$ cat src/rtl/block_sequencer_if.sv
// rtl/block_sequencer_if.sv - handshake bundle between the block sequencer and its neighbours
interface block_sequencer_if #(
    parameter int COORD_W = 8
);
    logic               frame_start;
    logic [COORD_W-1:0] blocks_x;
    logic [COORD_W-1:0] blocks_y;
    logic               fetch_req;
    logic [COORD_W-1:0] fetch_row;
    logic [COORD_W-1:0] fetch_col;
    logic               fetch_ack;
    logic               start_block;
    logic               block_done;
    logic               out_valid;
    logic               out_ready;
    logic [COORD_W-1:0] out_row;
    logic [COORD_W-1:0] out_col;
    logic               out_last;
    logic               busy;
    logic               frame_done;
    logic               err;

    // Sequencer side
    modport master (
        input  frame_start, blocks_x, blocks_y, fetch_ack, block_done, out_ready,
        output fetch_req, fetch_row, fetch_col, start_block, out_valid,
               out_row, out_col, out_last, busy, frame_done, err
    );

    // Fetcher / datapath / entropy-coder side
    modport slave (
        output frame_start, blocks_x, blocks_y, fetch_ack, block_done, out_ready,
        input  fetch_req, fetch_row, fetch_col, start_block, out_valid,
               out_row, out_col, out_last, busy, frame_done, err
    );
endinterface

$ cat src/rtl/block_sequencer.sv
// rtl/block_sequencer.sv - raster-order frame controller driving compress_block per 8x8 block
module block_sequencer #(
    parameter int COORD_W        = 8,
    parameter int TIMEOUT_CYCLES = 1024,
    parameter int TMO_W          = 11
) (
    input  logic             clk,
    input  logic             rst_n,
    block_sequencer_if.master bus
);

    typedef enum logic [2:0] {
        S_IDLE    = 3'd0,
        S_FETCH   = 3'd1,
        S_START   = 3'd2,
        S_COMPUTE = 3'd3,
        S_OUTPUT  = 3'd4,
        S_DONE    = 3'd5
    } state_t;

    localparam logic [TMO_W-1:0]   TMO_LAST = TMO_W'(TIMEOUT_CYCLES - 1);
    localparam logic [COORD_W-1:0] ONE      = COORD_W'(1);

    state_t             state_q, state_d;
    logic [COORD_W-1:0] row_q, row_d;
    logic [COORD_W-1:0] col_q, col_d;
    logic [COORD_W-1:0] bx_q, bx_d;
    logic [COORD_W-1:0] by_q, by_d;
    logic [TMO_W-1:0]   wdog_q, wdog_d;
    logic               err_q, err_d;
    logic               zdone_q, zdone_d;

    logic               col_at_end;
    logic               is_last;

    assign col_at_end = (col_q == bx_q - ONE);
    assign is_last    = col_at_end && (row_q == by_q - ONE);

    // State and datapath registers; reset aborts any frame and clears the error
    always_ff @(posedge clk or negedge rst_n) begin
        if (!rst_n) begin
            state_q <= S_IDLE;
            row_q   <= '0;
            col_q   <= '0;
            bx_q    <= '0;
            by_q    <= '0;
            wdog_q  <= '0;
            err_q   <= 1'b0;
            zdone_q <= 1'b0;
        end else begin
            state_q <= state_d;
            row_q   <= row_d;
            col_q   <= col_d;
            bx_q    <= bx_d;
            by_q    <= by_d;
            wdog_q  <= wdog_d;
            err_q   <= err_d;
            zdone_q <= zdone_d;
        end
    end

    // Next-state logic: one block per FETCH/START/COMPUTE/OUTPUT loop
    always_comb begin
        state_d = state_q;
        row_d   = row_q;
        col_d   = col_q;
        bx_d    = bx_q;
        by_d    = by_q;
        wdog_d  = wdog_q;
        err_d   = err_q;
        zdone_d = 1'b0;

        case (state_q)
            S_IDLE: begin
                if (bus.frame_start) begin
                    if ((bus.blocks_x != '0) && (bus.blocks_y != '0)) begin
                        bx_d    = bus.blocks_x;
                        by_d    = bus.blocks_y;
                        row_d   = '0;
                        col_d   = '0;
                        err_d   = 1'b0;
                        state_d = S_FETCH;
                    end else begin
                        // Empty frame: report completion without touching err
                        zdone_d = 1'b1;
                    end
                end
            end
            S_FETCH: begin
                if (bus.fetch_ack) begin
                    state_d = S_START;
                end
            end
            S_START: begin
                wdog_d  = '0;
                state_d = S_COMPUTE;
            end
            S_COMPUTE: begin
                // block_done takes priority over a coincident timeout
                if (bus.block_done) begin
                    state_d = S_OUTPUT;
                end else if (wdog_q == TMO_LAST) begin
                    err_d   = 1'b1;
                    state_d = S_IDLE;
                end else begin
                    wdog_d = wdog_q + TMO_W'(1);
                end
            end
            S_OUTPUT: begin
                if (bus.out_ready) begin
                    if (is_last) begin
                        state_d = S_DONE;
                    end else begin
                        if (col_at_end) begin
                            col_d = '0;
                            row_d = row_q + ONE;
                        end else begin
                            col_d = col_q + ONE;
                        end
                        state_d = S_FETCH;
                    end
                end
            end
            S_DONE: begin
                state_d = S_IDLE;
            end
            default: begin
                state_d = S_IDLE;
            end
        endcase
    end

    // Outputs decode from registers only
    assign bus.fetch_req   = (state_q == S_FETCH);
    assign bus.fetch_row   = row_q;
    assign bus.fetch_col   = col_q;
    assign bus.start_block = (state_q == S_START);
    assign bus.out_valid   = (state_q == S_OUTPUT);
    assign bus.out_row     = row_q;
    assign bus.out_col     = col_q;
    assign bus.out_last    = (state_q == S_OUTPUT) && is_last;
    assign bus.busy        = (state_q != S_IDLE);
    assign bus.frame_done  = (state_q == S_DONE) || zdone_q;
    assign bus.err         = err_q;

endmodule

$ cat src/flat_wrapper.sv
// flat-port wrapper written by rule: the top's interface ports become plain ports
module block_sequencer_flat 
#(
    parameter int COORD_W        = 8,
    parameter int TIMEOUT_CYCLES = 1024,
    parameter int TMO_W          = 11
)
  (clk, rst_n, bus_frame_start, bus_blocks_x, bus_blocks_y, bus_fetch_ack, bus_block_done, bus_out_ready, bus_fetch_req, bus_fetch_row, bus_fetch_col, bus_start_block, bus_out_valid, bus_out_row, bus_out_col, bus_out_last, bus_busy, bus_frame_done, bus_err);
  block_sequencer_if #(.COORD_W(COORD_W)) bus_i ();
  input  logic clk;
  input  logic rst_n;
  input wire logic [$bits(bus_i.frame_start)-1:0] bus_frame_start;
  input wire logic [$bits(bus_i.blocks_x)-1:0] bus_blocks_x;
  input wire logic [$bits(bus_i.blocks_y)-1:0] bus_blocks_y;
  input wire logic [$bits(bus_i.fetch_ack)-1:0] bus_fetch_ack;
  input wire logic [$bits(bus_i.block_done)-1:0] bus_block_done;
  input wire logic [$bits(bus_i.out_ready)-1:0] bus_out_ready;
  output wire logic [$bits(bus_i.fetch_req)-1:0] bus_fetch_req;
  output wire logic [$bits(bus_i.fetch_row)-1:0] bus_fetch_row;
  output wire logic [$bits(bus_i.fetch_col)-1:0] bus_fetch_col;
  output wire logic [$bits(bus_i.start_block)-1:0] bus_start_block;
  output wire logic [$bits(bus_i.out_valid)-1:0] bus_out_valid;
  output wire logic [$bits(bus_i.out_row)-1:0] bus_out_row;
  output wire logic [$bits(bus_i.out_col)-1:0] bus_out_col;
  output wire logic [$bits(bus_i.out_last)-1:0] bus_out_last;
  output wire logic [$bits(bus_i.busy)-1:0] bus_busy;
  output wire logic [$bits(bus_i.frame_done)-1:0] bus_frame_done;
  output wire logic [$bits(bus_i.err)-1:0] bus_err;
  assign bus_i.frame_start = bus_frame_start;
  assign bus_i.blocks_x = bus_blocks_x;
  assign bus_i.blocks_y = bus_blocks_y;
  assign bus_i.fetch_ack = bus_fetch_ack;
  assign bus_i.block_done = bus_block_done;
  assign bus_i.out_ready = bus_out_ready;
  assign bus_fetch_req = bus_i.fetch_req;
  assign bus_fetch_row = bus_i.fetch_row;
  assign bus_fetch_col = bus_i.fetch_col;
  assign bus_start_block = bus_i.start_block;
  assign bus_out_valid = bus_i.out_valid;
  assign bus_out_row = bus_i.out_row;
  assign bus_out_col = bus_i.out_col;
  assign bus_out_last = bus_i.out_last;
  assign bus_busy = bus_i.busy;
  assign bus_frame_done = bus_i.frame_done;
  assign bus_err = bus_i.err;
  block_sequencer #(.COORD_W(COORD_W), .TIMEOUT_CYCLES(TIMEOUT_CYCLES), .TMO_W(TMO_W)) u_core (.clk(clk), .rst_n(rst_n), .bus(bus_i));
endmodule
$ cat config.mk
export PLATFORM = sky130hd
export DESIGN_NAME = block_sequencer_flat
export DESIGN_NICKNAME = d
export VERILOG_FILES = /design/src/rtl/block_sequencer_if.sv /design/src/rtl/block_sequencer.sv /design/src/flat_wrapper.sv
export SDC_FILE = /design/constraint.sdc
export NUM_CORES = 1
export LEC_CHECK = 0
export CAP_MARGIN = 20
export CORE_MARGIN = 2
export CORE_UTILIZATION = 57
export CTS_BUF_LIST = sky130_fd_sc_hd__clkbuf_4 sky130_fd_sc_hd__clkbuf_8
export DETAILED_ROUTE_END_ITERATION = 10
export PLACE_DENSITY = 0.95
export SYNTH_ARGS = -nofsm -noshare
export SYNTH_HDL_FRONTEND = slang
export SYNTH_SLANG_ARGS = --single-unit
$ cat constraint.sdc
create_clock -name clk -period 7.3 [get_ports clk]
set_input_delay 1.46 -clock clk [delete_from_list [all_inputs] [get_ports clk]]
set_output_delay 1.46 -clock clk [all_outputs]
set_load 0.05 [all_outputs]
==> flow_metrics.tcl, run 1 <==
set metrics [dict create \
    status "finished, final reports clean" \
    grt_max_degree 49 \
    die_width_microns 76.1 \
    worstHoldEndpoint "u_core.bus.err" \
    fin_ws_ns 2.33 \
    pwr-share-seq_pct 36.9 \
    path_cells "inv_1, ha_1, nor4b_2, xnor2_1, or4_4, a2111o_1, nor3_1, clkdlybuf4s50_1" \
    critPathLaunchType "register" \
    p_leak_uw 0.00155 \
    worstHoldPathType "reg -> reg" \
    rsz0062_at_grt "false" \
    grt_pass1_wl_microns 11700 \
    final_cell_mix "nand2_1, clkdlybuf4s50_1, dfrtp_1" \
    synth-edff-count 0 \
    finalHoldViolCount 0 \
    worstPathMaxFanout 4 \
    overflow 0 \
    dieArea_sq_um 5800 \
    drt-wirelength-per-cell_microns 15.5 \
    dr.first_iter.drc_count 176 \
    clkLatencyLatePin_ns 0.31 \
    drive_above_1_share_pct 5.74 \
    end_kind "primary output" \
    ir_drop_mv 0.217 \
    avgSynthCellArea_sq_um 8.70 \
    row_count 26 \
    yosysSeqAreaShare_pct 40.5 \
    dp_hpwl_microns 4950 \
    firstDrtPassIters 5 \
    gp_routability_congestion 0.863 \
    core-area_sq_um 5070 \
    htree_num_levels 2 \
    wl_microns 7000 \
    max_slew_margin_pct 38.2 \
    path_buf_inv 2 \
    cts_root_buf "clkbuf_8" \
    post-place-ws_ns 2.69 \
    syn_inst 341 \
    cts-resized-gates 0 \
    critical_path.slowest_cell "clkdlybuf4s50_1" \
    dieHeight_microns 76.1 \
    cts_buffers 5 \
    cpPeakStageDelay_ns 0.85 \
    p_comb_share_pct 47.7 \
    viasPerCell 5.90 \
    antenna_found_initial 0 \
    skew_ns 0.00313 \
    slew_violations 0 \
    intPower_uw 605 \
    r2r_slack_ns 3.94 \
    crit_type "reg -> out" \
    cap_violations 0 \
    finalSetupTns_ns 0 \
    cts_tree "built" \
    arrival_ns 3.51 \
    critPathTopFamily "simple AND/OR/NAND/NOR gates" \
    holdWs_ns 0.522 \
    reg2reg_depth 9 \
    start_util_pct 58.4 \
    setup_viol_count_final 0 \
    synth.net_count 368 \
    worst_ep_required_time_ns 5.84 \
    clkPwrFrac_pct 15.4 \
    worst_slew_pin_slew_ns 0.924 \
    clkTransAtPathRegs_ns 0.09 \
    hp-start "u_core.bus.err" \
    max_freq_mhz 201 \
    final_area_sq_um 3600 \
    stdcell_count 453 \
    cts_num_sinks 48 \
    num_vias 2671 \
    synth_area_sq_um 2970 \
    pwr_density_cell_nw_per_um2 304 \
    grt_pass1_vias 2546 \
    drc 0 \
    cts_buffer_depth 2 \
    fin_crit_sh_pct 68.1 \
    cts_setup_buffers 0 \
    postCtsHoldBufs 0 \
    io_pins 61 \
    synth-seq-cells 48 \
    synth_cell_types 52 \
    grt.total_usage_pct 24.4 \
    fin_crit_ns 4.97 \
    antenna_cells 0 \
    synthArstFlopShare_pct 100 \
    hold_depth 2 \
    ant_nets 0 \
    r2r-end "u_core.bus.fetch_row[0]" \
    syn2layout_area_growth_pct 21.4 \
    num-nets-final 409 \
    synth_flop_cell "dfrtp_1" \
    yosys_warnings 0 \
    layout_commonest_cell "nand2_1" \
    io_buffers 60 \
    dp.cells 444 \
    swShare_pct 44.7 \
    placed_area_sq_um 3490 \
    p_switching_uw 489 \
    rr_startpoint "u_core.bx_q[0]" \
]
-- cell families after synthesis --
logic type / synth area share (%)
DFF: 40.5
muxes: 1.94
and+or+nand+nor: 25.0
adders and majority gates: 2.11
xor gates and xnor gates: 7.97
AOI/OAI and AO/OA: 14.6
buffers and inverters: 7.89
-- worst register-to-register path, cell delays in order, from the launching register on --
cell      delay (ns)
dfrtp_1         0.42
inv_1           0.09
ha_1            0.22
nor4b_2         0.25
xnor2_1         0.11
or4_4           0.54
a2111o_1        0.47
o31ai_4         0.76
nor2_2          0.07
mux2_4          0.31
-- metrics by stage --
stage	total power, uW	utilization (%)
floorplan	792	-
global placement	887	68.7
detailed placement	919	68.7
CTS	1090	70.5
global route	1170	70.9
finish	1090	70.9
-- worst max-delay path by stage --
stage / cells after the start / start / end / slack [ns]
global placement: 8 / u_core.bx_q[0] / bus_out_last / 2.76
CTS: 8 / u_core.bx_q[0] / bus_out_last / 2.33
floorplan: 5 / u_core.bus.fetch_col[6] / bus_out_last / 2.72
global route: 8 / u_core.bx_q[0] / bus_out_last / 2.17
finish: 8 / u_core.bx_q[0] / bus_out_last / 2.33
detailed placement: 8 / u_core.bx_q[0] / bus_out_last / 2.69
-- area by class of cell --
cell class / instances / area, sq um
multi-input cells: 249 / 1530
fillers: 397 / 1480
flip-flops and latches: 48 / 1200
repair buffers: 63 / 631
well taps: 70 / 87.6
clock buffers: 6 / 82.6
inverters: 15 / 56.3
clock inverters: 2 / 10.0
-- Yosys cell counts, types with 5 or more instances --
| master | count | area, sq um |
|---|---|---|
| a21oi_1 | 14 | 70.1 |
| and3_1 | 5 | 31.3 |
| buf_4 | 16 | 120 |
| clkbuf_1 | 11 | 41.3 |
| dfrtp_1 | 48 | 1200 |
| ha_1 | 5 | 62.6 |
| inv_1 | 15 | 56.3 |
| nand2_1 | 66 | 248 |
| nand2b_1 | 6 | 37.5 |
| nand3_1 | 12 | 60.1 |
| nand4_1 | 9 | 56.3 |
| nor2_1 | 21 | 78.8 |
| nor3_1 | 8 | 40.0 |
| nor4_1 | 7 | 43.8 |
| o21ai_0 | 13 | 65.1 |
| o31ai_1 | 7 | 52.6 |
| xnor2_1 | 14 | 123 |
| xor2_1 | 13 | 114 |
-- state kept, by name (all words and copies together) (netlist names) --
signal / flops
u_core.wdog_q: 11
u_core.bus.fetch_col: 8
u_core.bus.fetch_row: 8
u_core.bx_q: 8
u_core.by_q: 8
u_core.state_q: 3
u_core.bus.err: 1
u_core.zdone_q: 1
-- power by group through the flow --
stage	Clock [uW]	Sequential (uW)	Combinational, uW
global placement	0	401	486
CTS	170	401	518
floorplan	0	387	405
finish	168	404	522
global route	179	414	573
detailed placement	0	406	514
-- per-layer routing --
metal  global-route usage, %  wire length (microns)
met5                       0                      0
met4                    8.73                    142
met3                    4.74                    454
met2                    42.1                   3550
met1                    30.5                   2860
Note: power is estimated with default switching activity, not from simulation.
==> inputs of run 2 (changes only) <==
--- a/config.mk
+++ b/config.mk
@@ -7,10 +7,10 @@
 export LEC_CHECK = 0
 export CAP_MARGIN = 20
 export CORE_MARGIN = 2
-export CORE_UTILIZATION = 57
+export CORE_UTILIZATION = 53
 export CTS_BUF_LIST = sky130_fd_sc_hd__clkbuf_4 sky130_fd_sc_hd__clkbuf_8
 export DETAILED_ROUTE_END_ITERATION = 10
-export PLACE_DENSITY = 0.95
+export PLACE_DENSITY = 0.9
 export SYNTH_ARGS = -nofsm -noshare
 export SYNTH_HDL_FRONTEND = slang
 export SYNTH_SLANG_ARGS = --single-unit
==> constraint.sdc (replaced) <==
create_clock -name clk -period 4.83 [get_ports clk]
set_input_delay 0.966 -clock clk [delete_from_list [all_inputs] [get_ports clk]]
set_output_delay 0.966 -clock clk [all_outputs]
set_load 0.05 [all_outputs]
==> flow_metrics.tcl, run 2 (synthesis results as in run 1) <==
set metrics [dict create \
    cts_buffer_depth 2 \
    layout_commonest_cell "nand2_1" \
    gr-usage-met3_pct 4.20 \
    core-area_sq_um 5440 \
    io_buffers 60 \
    die_width_microns 78.8 \
    gp_routability_congestion 0.819 \
    r2r_slack_ns 1.40 \
    p_leak_uw 0.00155 \
    cts_tree "built" \
    drt-wirelength-per-cell_microns 15.1 \
    clkTransAtPathRegs_ns 0.10 \
    antenna_found_initial 0 \
    max_slew_margin_pct 41.2 \
    grt_pass1_vias 2497 \
    cts-resized-gates 0 \
    start_util_pct 54.5 \
    wl_microns 6880 \
    finalHoldViolCount 0 \
    overflow 0 \
    dr.first_iter.drc_count 182 \
    postCtsHoldBufs 0 \
    ant_nets 0 \
    firstDrtPassIters 4 \
    grt_max_degree 49 \
    largest_register_ffs 11 \
    num_vias 2665 \
    r2r-end "u_core.bus.fetch_row[0]" \
    rr_startpoint "u_core.bx_q[2]" \
    dp_hpwl_microns 5010 \
    slew_violations 0 \
    final_cell_mix "nand2_1, clkdlybuf4s50_1, dfrtp_1" \
    n_fill_cell 434 \
    syn2layout_area_growth_pct 21.5 \
    reg2reg_depth 7 \
    htree_num_levels 2 \
    ir_drop_mv 0.326 \
    drive_above_1_share_pct 5.99 \
    cts_setup_buffers 0 \
    viasPerCell 5.84 \
    fin_crit_ns 4.50 \
    worst_slew_pin_slew_ns 0.882 \
    critPathLaunchType "register" \
    arrival_ns 3.54 \
    num-nets-final 410 \
    end_kind "primary output" \
    antenna_cells 0 \
    regMostFlops "u_core.wdog_q" \
    clkLatencyLatePin_ns 0.31 \
    holdWs_ns 0.486 \
    cts_num_sinks 48 \
    report.power.total_uw 1630 \
    rsz0062_at_grt "false" \
    cts_root_buf "clkbuf_8" \
    grt_pass1_wl_microns 11200 \
    drc 0 \
    cap_violations 0 \
    dieArea_sq_um 6210 \
    status "finished, final reports clean" \
    busiest_layer "met2" \
    crit_type "reg -> out" \
    setup_viol_count_final 0 \
    io_pins 61 \
    skew_ns 0.00954 \
    fin_crit_sh_pct 93.2 \
    worst_ep_required_time_ns 3.86 \
    grt.met2_usage_pct 37.4 \
    finalSetupTns_ns 0 \
    worstHoldPathType "in -> async" \
    pwr_density_cell_nw_per_um2 453 \
    row_count 27 \
    grt.total_usage_pct 22.5 \
    dieHeight_microns 78.8 \
    cts_buffers 5 \
    worstPathMaxFanout 5 \
    met1_usage_pct 29.1 \
    max_freq_mhz 222 \
]
[run 2: stage by stage]
stage,setup slack (ns),cells,util (%),cell area (sq um)
floorplan,0.741,341,-,2970
global placement,0.787,446,64.1,3490
detailed placement,0.720,446,64.1,3490
CTS,0.333,454,65.7,3580
global route,0.195,456,66.3,3600
finish,0.328,456,66.3,3600
[run 2: how the worst max path moves through the flow]
| stage | startpoint | end | slack (ns) | depth (start not counted) |
|---|---|---|---|---|
| floorplan | u_core.bus.fetch_col[6] | bus_out_last | 0.74 | 5 |
| global placement | u_core.bx_q[0] | bus_out_last | 0.79 | 8 |
| detailed placement | u_core.bx_q[2] | bus_out_last | 0.72 | 6 |
| CTS | u_core.bx_q[2] | bus_out_last | 0.33 | 6 |
| global route | u_core.bx_q[2] | bus_out_last | 0.19 | 6 |
| finish | u_core.bx_q[2] | bus_out_last | 0.33 | 6 |
[run 2: worst max-delay path, cell delays in order, from the launching register on]
cell,delay (ns)
dfrtp_1,0.46
nor3_1,0.47
a21oi_1,0.18
or4_4,0.53
a2111o_1,0.48
nor3_1,0.25
clkdlybuf4s50_1,0.85
[run 2: power breakdown]
group | internal (uW) | total (uW) | switching [uW] | leakage, uW
combinational | 313 | 782 | 469 | 0.000859
sequential | 488 | 609 | 120 | 0.000641
clock | 101 | 243 | 142 | 0.0000479
[run 2: layer usage]
metal  part of all wire [%]  wire length [microns]
met5                      0                      0
met1                     42                   2920
met4                    2.3                    158
met2                     50                   3420
met3                    5.4                    374
[run 2: area by class of cell]
class	instances	area (sq um)	area share, %
multi-input combinational	249	1530	42.5
clock inverter	3	18.8	0.521
timing repair buffer	64	638	17.7
sequential	48	1200	33.3
inverter	15	56.3	1.56
clock buffer	5	68.8	1.91
tap	72	90.1	2.50
